--- src/rtl/alu_pkg.sv ---
// Shared definitions for the ALU issue/retire sequencer: instruction layout,
// opcode and condition codes, flag bit positions and FSM encoding.
package alu_pkg;

  localparam logic [3:0] OP_ADD      = 4'h0;
  localparam logic [3:0] OP_SUB      = 4'h1;
  localparam logic [3:0] OP_MUL      = 4'h2;
  localparam logic [3:0] OP_AND      = 4'h3;
  localparam logic [3:0] OP_OR       = 4'h4;
  localparam logic [3:0] OP_XOR      = 4'h5;
  localparam logic [3:0] OP_NOT      = 4'h6;
  localparam logic [3:0] OP_SHL      = 4'h7;
  localparam logic [3:0] OP_SHR      = 4'h8;
  localparam logic [3:0] OP_MOV      = 4'h9;
  localparam logic [3:0] OP_MOVI     = 4'hA;
  localparam logic [3:0] OP_SET_FLAG = 4'hB;

  localparam logic [3:0] COND_EQ = 4'h0;
  localparam logic [3:0] COND_NE = 4'h1;
  localparam logic [3:0] COND_CS = 4'h2;
  localparam logic [3:0] COND_CC = 4'h3;
  localparam logic [3:0] COND_MI = 4'h4;
  localparam logic [3:0] COND_PL = 4'h5;
  localparam logic [3:0] COND_VS = 4'h6;
  localparam logic [3:0] COND_VC = 4'h7;
  localparam logic [3:0] COND_HI = 4'h8;
  localparam logic [3:0] COND_LS = 4'h9;
  localparam logic [3:0] COND_GE = 4'hA;
  localparam logic [3:0] COND_LT = 4'hB;
  localparam logic [3:0] COND_GT = 4'hC;
  localparam logic [3:0] COND_LE = 4'hD;
  localparam logic [3:0] COND_AL = 4'hE;
  localparam logic [3:0] COND_NV = 4'hF;

  localparam int FLAG_N = 3;
  localparam int FLAG_Z = 2;
  localparam int FLAG_C = 1;
  localparam int FLAG_V = 0;

  typedef enum logic [1:0] {
    ST_IDLE = 2'd0,
    ST_EXEC = 2'd1,
    ST_WB   = 2'd2
  } state_e;

  typedef struct packed {
    logic [3:0]  cond;
    logic [3:0]  opcode;
    logic        s;
    logic [2:0]  rd;
    logic [2:0]  rm;
    logic        rsvd;
    logic [15:0] iv;
  } instr_t;

  function automatic logic is_illegal(input logic [3:0] op);
    return (op >= 4'hC);
  endfunction

endpackage

--- src/rtl/alu_cond_eval.sv ---
// ARM-style condition check of a 4-bit cond code against the {N,Z,C,V} flags.
module alu_cond_eval
  import alu_pkg::*;
(
  input  logic [3:0] cond_i,
  input  logic [3:0] flags_i,
  output logic       pass_o
);

  logic n_s, z_s, c_s, v_s;

  assign n_s = flags_i[FLAG_N];
  assign z_s = flags_i[FLAG_Z];
  assign c_s = flags_i[FLAG_C];
  assign v_s = flags_i[FLAG_V];

  // condition decode
  always_comb begin
    pass_o = 1'b0;
    case (cond_i)
      COND_EQ: pass_o = z_s;
      COND_NE: pass_o = ~z_s;
      COND_CS: pass_o = c_s;
      COND_CC: pass_o = ~c_s;
      COND_MI: pass_o = n_s;
      COND_PL: pass_o = ~n_s;
      COND_VS: pass_o = v_s;
      COND_VC: pass_o = ~v_s;
      COND_HI: pass_o = c_s & ~z_s;
      COND_LS: pass_o = ~c_s | z_s;
      COND_GE: pass_o = (n_s == v_s);
      COND_LT: pass_o = (n_s != v_s);
      COND_GT: pass_o = ~z_s & (n_s == v_s);
      COND_LE: pass_o = z_s | (n_s != v_s);
      COND_AL: pass_o = 1'b1;
      COND_NV: pass_o = 1'b0;
      default: pass_o = 1'b0;
    endcase
  end

endmodule

--- src/rtl/alu_issue_ctrl.sv ---
// Issue/retire sequencer in front of a combinational ALU: latches one
// instruction, drives operands for its latency, then commits regfile/flags.
module alu_issue_ctrl
  import alu_pkg::*;
#(
  parameter int unsigned MUL_LAT   = 2,
  parameter logic [31:0] REG_RESET = 32'd0
) (
  input  logic        clk,
  input  logic        rst,
  input  logic        instr_valid,
  output logic        instr_ready,
  input  logic [31:0] instr,
  output logic [31:0] alu_reg1,
  output logic [31:0] alu_reg2,
  output logic [15:0] alu_iv,
  output logic [3:0]  alu_opcode,
  output logic [3:0]  alu_cond,
  output logic        alu_s,
  output logic [3:0]  alu_flag,
  input  logic [31:0] alu_result,
  input  logic [3:0]  alu_new_flag,
  output logic        retire_valid,
  output logic        retire_skip,
  output logic        illegal_op,
  input  logic [2:0]  dbg_addr,
  output logic [31:0] dbg_data,
  output logic [3:0]  flags
);

  localparam logic [3:0] MUL_LAT_C = 4'(MUL_LAT);

  state_e      state_q, state_d;
  instr_t      instr_q, instr_d;
  instr_t      instr_in_s;
  logic [3:0]  cnt_q, cnt_d;
  logic [31:0] res_q, res_d;
  logic [3:0]  nflag_q, nflag_d;
  logic        pass_q, pass_d;
  logic [3:0]  flags_q;
  logic [31:0] regs_q [8];
  logic        cond_pass_s;
  logic        illegal_s;
  logic        in_wb_s;
  logic        reg_we_s;
  logic        flag_we_s;
  logic        unused_rsvd_s;

  assign instr_in_s    = instr_t'(instr);
  assign unused_rsvd_s = instr_q.rsvd;

  alu_cond_eval u_cond_eval (
    .cond_i  (instr_q.cond),
    .flags_i (flags_q),
    .pass_o  (cond_pass_s)
  );

  // FSM and EXEC-side capture registers
  always_ff @(posedge clk or posedge rst) begin
    if (rst) begin
      state_q <= ST_IDLE;
      instr_q <= '0;
      cnt_q   <= 4'd0;
      res_q   <= 32'd0;
      nflag_q <= 4'd0;
      pass_q  <= 1'b0;
    end else begin
      state_q <= state_d;
      instr_q <= instr_d;
      cnt_q   <= cnt_d;
      res_q   <= res_d;
      nflag_q <= nflag_d;
      pass_q  <= pass_d;
    end
  end

  // next-state: the counter covers multi-cycle MUL; capture on the last EXEC cycle
  always_comb begin
    state_d = state_q;
    instr_d = instr_q;
    cnt_d   = cnt_q;
    res_d   = res_q;
    nflag_d = nflag_q;
    pass_d  = pass_q;
    case (state_q)
      ST_IDLE: begin
        if (instr_valid) begin
          instr_d = instr_in_s;
          cnt_d   = (instr_in_s.opcode == OP_MUL) ? MUL_LAT_C : 4'd1;
          state_d = ST_EXEC;
        end else begin
          state_d = ST_IDLE;
        end
      end
      ST_EXEC: begin
        if (cnt_q <= 4'd1) begin
          res_d   = alu_result;
          nflag_d = alu_new_flag;
          pass_d  = cond_pass_s;
          cnt_d   = 4'd0;
          state_d = ST_WB;
        end else begin
          cnt_d = cnt_q - 4'd1;
        end
      end
      ST_WB:   state_d = ST_IDLE;
      default: state_d = ST_IDLE;
    endcase
  end

  // Illegal opcodes bypass the condition entirely and never write state.
  assign illegal_s = is_illegal(instr_q.opcode);
  assign in_wb_s   = (state_q == ST_WB);
  assign reg_we_s  = in_wb_s & ~illegal_s & pass_q & (instr_q.opcode != OP_SET_FLAG);
  assign flag_we_s = in_wb_s & ~illegal_s & pass_q &
                     ((instr_q.opcode == OP_SET_FLAG) | instr_q.s);

  // architectural state commit
  always_ff @(posedge clk or posedge rst) begin
    if (rst) begin
      for (int i = 0; i < 8; i++) begin
        regs_q[i] <= REG_RESET;
      end
      flags_q <= 4'b0000;
    end else begin
      if (reg_we_s) begin
        regs_q[instr_q.rd] <= res_q;
      end
      if (flag_we_s) begin
        flags_q <= nflag_q;
      end
    end
  end

  assign instr_ready  = (state_q == ST_IDLE);
  assign retire_valid = in_wb_s;
  assign retire_skip  = in_wb_s & ~illegal_s & ~pass_q;
  assign illegal_op   = in_wb_s & illegal_s;

  assign alu_reg1   = regs_q[instr_q.rd];
  assign alu_reg2   = regs_q[instr_q.rm];
  assign alu_iv     = instr_q.iv;
  assign alu_opcode = instr_q.opcode;
  assign alu_cond   = instr_q.cond;
  assign alu_s      = instr_q.s;
  assign alu_flag   = flags_q;
  assign flags      = flags_q;
  assign dbg_data   = regs_q[dbg_addr];

endmodule

--- config.mk ---
export PLATFORM = sky130hd
export DESIGN_NAME = alu_issue_ctrl
export DESIGN_NICKNAME = d
export VERILOG_FILES = /design/src/rtl/alu_pkg.sv /design/src/rtl/alu_cond_eval.sv /design/src/rtl/alu_issue_ctrl.sv
export SDC_FILE = /design/constraint.sdc
export NUM_CORES = 1
export LEC_CHECK = 0
export BUFFER_PORTS_ARGS = -buffer_cell sky130_fd_sc_hd__buf_2
export CORE_ASPECT_RATIO = 1.4
export CORE_MARGIN = 1.5
export CORE_UTILIZATION = 30
export CTS_BUF_LIST = sky130_fd_sc_hd__clkbuf_16
export DETAILED_ROUTE_END_ITERATION = 6
export HOLD_SLACK_MARGIN = 0.02
export PLACE_DENSITY = 0.53
export SLEW_MARGIN = 20
export SYNTH_ARGS = -nofsm -noshare
export SYNTH_HDL_FRONTEND = slang
export SYNTH_SLANG_ARGS = --single-unit
--- constraint.sdc ---
create_clock -name clk -period 14.49 [get_ports clk]
set_input_delay 2.1735 -clock clk [delete_from_list [all_inputs] [get_ports clk]]
set_output_delay 2.1735 -clock clk [all_outputs]
set_load 0.02 [all_outputs]
## Yosys cells after proc, flatten, opt, wreduce, memory -nomap -nowiden

Cells that the tools add are included.

| cells by class | value |
|---|---|
| equal/unequal tests | 24 |
| bitwise logic cells | 20 |
| add/sub/neg operators | 1 |
| muxes and demuxes | 20 |
| reduce and logical (&&, ||, !) cells | 7 |
| order comparisons | 6 |

Operator list:

| cell | number |
|---|---|
| 32-bit binary-select mux with 3-bit select | 3 |
| 256-bit bitwise mux | 1 |
| 32-bit two-way mux | 7 |
| 32-bit demux with 3-bit select | 1 |
| 4-bit == test, second input constant | 9 |
| 4-bit by 3-bit == test with 1-bit output, second input constant | 4 |
| 4-bit greater-or-equal comparator, second input constant | 4 |
| 1-bit case mux with 16 select lines | 1 |
| 4-bit by 2-bit == test with 1-bit output, second input constant | 3 |
| 3-bit inverter with 4-bit output | 3 |
| 1-bit AND | 8 |
| 4-bit two-way mux | 2 |
| 4-bit case mux with 2 select lines | 1 |
| 1-bit inverter | 6 |
| 2-bit AND reduction | 3 |
| 4-bit by 1-bit == test with 1-bit output, second input constant | 1 |
| 4-bit by 1-bit <= comparator with 1-bit output, second input constant | 1 |
| 4-bit zero test | 1 |
| 4-bit by 1-bit < comparator with 1-bit output, second input constant | 1 |
| 2-bit two-way mux | 2 |
| 2-bit inequality test, second input constant | 2 |
| 4-bit inequality test, second input constant | 1 |
| 2-bit case mux with 2 select lines | 1 |
| 4-bit by 1-bit subtractor with 4-bit output, second input constant | 1 |
| other kinds (9) | 11 |

| storage, ports and cells | value |
|---|---|
| bits of input ports | 74 |
| register bits | 334 |
| word-level logic and storage cells | 98 |

## Depth between registers and ports, before layout

| depth | value |
|---|---|
| depth after elaboration | 6 |
| depth in mapped cells | 8 |

## Hierarchy

From an unflattened synthesis, not the netlist that was laid out.

| unflattened totals | value |
|---|---|
| cells, all modules | 1226 |
| area, all modules | 18851.8 um2 |

Modules (own cells, without submodules):

| module | seq. area each (um2) | area an instance (um2) | cells each | times used |
|---|---|---|---|---|
| alu_issue_ctrl | 8358.0 | 18696.7 | 1203 | 1 |
| alu_cond_eval | 0.0 | 155.1 | 23 | 1 |

## Worst setup path after synthesis

OpenSTA, ideal clock, no wires.

| timing path | value |
|---|---|
| path type | input to output |
| start point | input dbg_addr[1] |
| end point | output dbg_data[13] |
| buffers on the path | 3 |
| setup slack | 8.634 ns |
| required time | 12.316 ns |
| stages | 5 |
| arrival | 3.683 ns |
| path through | buf_2 > buf_2 > buf_1 > mux4_2 > mux2_2 |

| between the ends | value |
|---|---|
| word-level cells in the longest chain between the ends | 4 |

RTL lines:

| what | RTL line | source |
|---|---|---|
| start: declaration | alu_issue_ctrl.sv:26 | `input logic [2:0] dbg_addr,` |
| 3-bit inverter with 4-bit output (implied by the code) | alu_issue_ctrl.sv:148 | `assign dbg_data = regs_q[dbg_addr];` |
| 32-bit binary-select mux with 3-bit select | alu_issue_ctrl.sv:148 |  |
| 32-bit two-way mux (implied by the code) (2 in series) | alu_issue_ctrl.sv:148 |  |
| end: declaration | alu_issue_ctrl.sv:27 | `output logic [31:0] dbg_data,` |

No other way between the ends. The select of a mux whose other input is x is not followed.

## Worst setup path in the final report

| timing path | value |
|---|---|
| start point | input dbg_addr[0] |
| end point | output dbg_data[27] |

Same word-level chain as after synthesis.

==> metrics.csv <==
metric;value;unit
die_w;213.0;µm
grt_start_max_net_pins;82;
cts_setup_buffers;0;
finalCriticalPeriod;6709;ps
end_kind;output port;
ys_top_cells_by_area;sky130_fd_sc_hd__dfrtp_1, sky130_fd_sc_hd__mux2_2, sky130_fd_sc_hd__mux4_2;
power.combinational.fraction;39.0;%
final_hold_viol_count;0;
setup_tns_final;0;ps
min_period_over_period;46.30;%
min-delay-start;alu_iv[9]$_DFFE_PP0P_;
post_synth_top_flop;sky130_fd_sc_hd__dfrtp_1;
ctsResizeCount;0;
grt_setup_unrepaired;no;
core.rowCount;107;
synth_top_cell_by_area;sky130_fd_sc_hd__dfrtp_1;
worst_r2r_startpoint;instr_q[20]$_DFFE_PP0P_;
timing.hold.worst.class;register to register;
internal_power;2.756;mW
route.detailed.vias_per_inst;5.220;
path_clk_slew;60;ps
clock_share_of_power;22.2;%
design.final.nets;1362;
placeableCoreArea;60910;µm²
vdd.ir_drop.worst;141.4;µV
synth-seq-cells;334;
mappedNetlistNets;1204;
drt-wirelength-per-cell;24.73;µm
grt_usage;17.12;%
final_cells;2131;
die_h;296.9;µm
regToRegSetupSlack;10820;ps
swShare;37.37;%
fmax;149.0;MHz
clkSinkCount;334;
drive_gt1_share;69.15;%
pwr-share-seq;38.9;%
worstSetupStartpointType;primary input;
synth_cells;1128;
finalMaxSlewViolations;0;
worst-path-max-fanout;38;
layout_stage_area_growth_over_the_synthesis_result;15.76;%
critPathRequiredTime;12320;ps
drc_errors;0;
synth_edf_count;0;
async_flop_share;100.0;%
place_ws;7695;ps
synthTopCellsByCount;sky130_fd_sc_hd__mux2_2, sky130_fd_sc_hd__dfrtp_1, sky130_fd_sc_hd__mux4_2, sky130_fd_sc_hd__buf_2, sky130_fd_sc_hd__buf_4;
postCtsHoldBufs;0;
timing.critical_path.arrival;4540;ps
cts-root-buf;sky130_fd_sc_hd__clkbuf_16;
netSwitchingPower;1.644;mW
endpoint_worst_hold;alu_iv[9]$_DFFE_PP0P_;
r2r_cells;6;
syn-cell-area;18510;µm²
pin_count;207;
drt-initial-drc-count;550;
dpl.cell_count;2062;
place.detailed.hpwl;32040;µm
worst-setup-path-type;primary input to output port;
relSlewSlack;30.37;%
synth_top_area_share;45.14;%
first_pass_iters;4;
clk_path_buf_depth;3;
power_density;205.3;nW/µm²
grt_pass1_vias;12130;
cts-htree-levels;2;
synth-warning-count;0;
portBuffers;205;
gpl.final_weighted_congestion;0.7440;
ys_types;39;
design.die.area;63230;µm²
cellLeakagePower;9.798;nW
overflow;0;
ys_seq_area_share;45.14;%
grt_first_pass_wirelength;80250;µm
starting_density_of_the_core;30.39;%
maxCapViolations;0;
route.final.wire_length;52710;µm
worst_slack;7781;ps
rr_endpoint;regs_q[115]$_DFFE_PP0P_;
cts_buffers;39;
syn_avg_cell_area;16.41;µm²
insertion_delay;550;ps
postRouteAntennaNets;0;
synthMostInstantiatedCell;sky130_fd_sc_hd__mux2_2;
num_vias;11124;
timing.clock.skew;13.75;ps
tightest_slew;1043;ps
status;complete, no violations;
setup_viol;0;
cts_tree;yes;
number_of_antenna_violations_at_the_first_check_in_global_routing;3;
worstHoldPathCells;1;
## per-stage QoR
stage               total power, mW  area [µm²]  hold slack [ps]  util, %
floorplan                     2.925       18510            466.6        -
global placement              3.428       20170            484.8    33.10
detailed placement            3.473       20180            489.8    33.13
CTS                           4.480       21430            503.0    35.17
global route                  4.664       21430            519.4    35.18
finish                        4.400       21430            500.3    35.18
## worst max-delay path, cell delays in order
cell and delay, ps:
sky130_fd_sc_hd__buf_4 460, sky130_fd_sc_hd__buf_4 780, sky130_fd_sc_hd__mux4_2 600, sky130_fd_sc_hd__mux2_2 300, sky130_fd_sc_hd__buf_2 170
## sequential cells by signal, indices dropped and copies added, names as in the netlist
register    flops
regs_q        256
res_q          32
alu_iv         16
instr_q         6
alu_cond        4
alu_flag        4
alu_opcode      4
cnt_q           4
nflag_q         4
state_q         2
alu_s           1
pass_q          1
## routing by layer
metal / vias to the layer above / wire length, µm / track usage [%]
met2: 272 / 27130 / 29.15
li1: 4735 / - / -
met4: 2 / 1418 / 5.319
met3: 85 / 2450 / 2.781
met1: 6030 / 21700 / 22.10
met5: - / 7 / 0
## cell families (layout without fill, tap and decap cells)
group	count (synthesis)	after routing	share of synthesized area, %
muxes	615	615	49.14
DFF	334	334	45.14
buffers and inverters	120	305	3.575
and+or+nand+nor	44	44	1.521
AOI/OAI and AO/OA	12	12	0.4393
adders and majority gates	2	2	0.1351
xor gates and xnor gates	1	1	0.04732
other	0	1	0
## area by class of cell
cell class | count | area [µm²]
fillers | 5892 | 39480
well taps | 817 | 1022
repair buffers | 231 | 1237
flip-flops and latches | 334 | 8376
clock buffers | 41 | 1026
clock inverters | 27 | 219.0
multi-input cells | 674 | 9519
inverters | 6 | 30.03
diodes | 1 | 2.502
## cell usage in the layout (no fill, tap or decap), drive strengths merged, types with 2 or more instances in the layout
cell and count:
buf 231, nand2 13, nor2 8, clkbuf 41, bufinv 4, a21oi 2, inv 13, mux4 193
ha 2, nand4 2, nand3b 3, o21ai 2, nor3 3, nand2b 4, mux2 421, o31ai 4
clkinv 16, nor3b 4, dfrtp 334
## power by group through the flow
stage	logic (mW)	clock network [mW]	registers, mW
global route	1.83	1.05	1.78
floorplan	1.42	0	1.50
CTS	1.75	1.02	1.71
finish	1.71	0.975	1.71
detailed placement	1.74	0	1.73
global placement	1.72	0	1.71
## how the worst max path moves through the flow
stage | from | endpoint | slack, ps | cells after the start
final | dbg_addr[0] | dbg_data[27] | 7780 | 5
after CTS | dbg_addr[0] | dbg_data[8] | 7670 | 5
after detailed placement | dbg_addr[0] | dbg_data[8] | 7690 | 5
after global routing | dbg_addr[0] | dbg_data[8] | 7630 | 5
after floorplan | rst | alu_cond[0]$_DFFE_PP0P_ | 3060 | 1
after global placement | dbg_addr[0] | dbg_data[8] | 7700 | 5
Note: power is estimated with default switching activity, not from simulation.
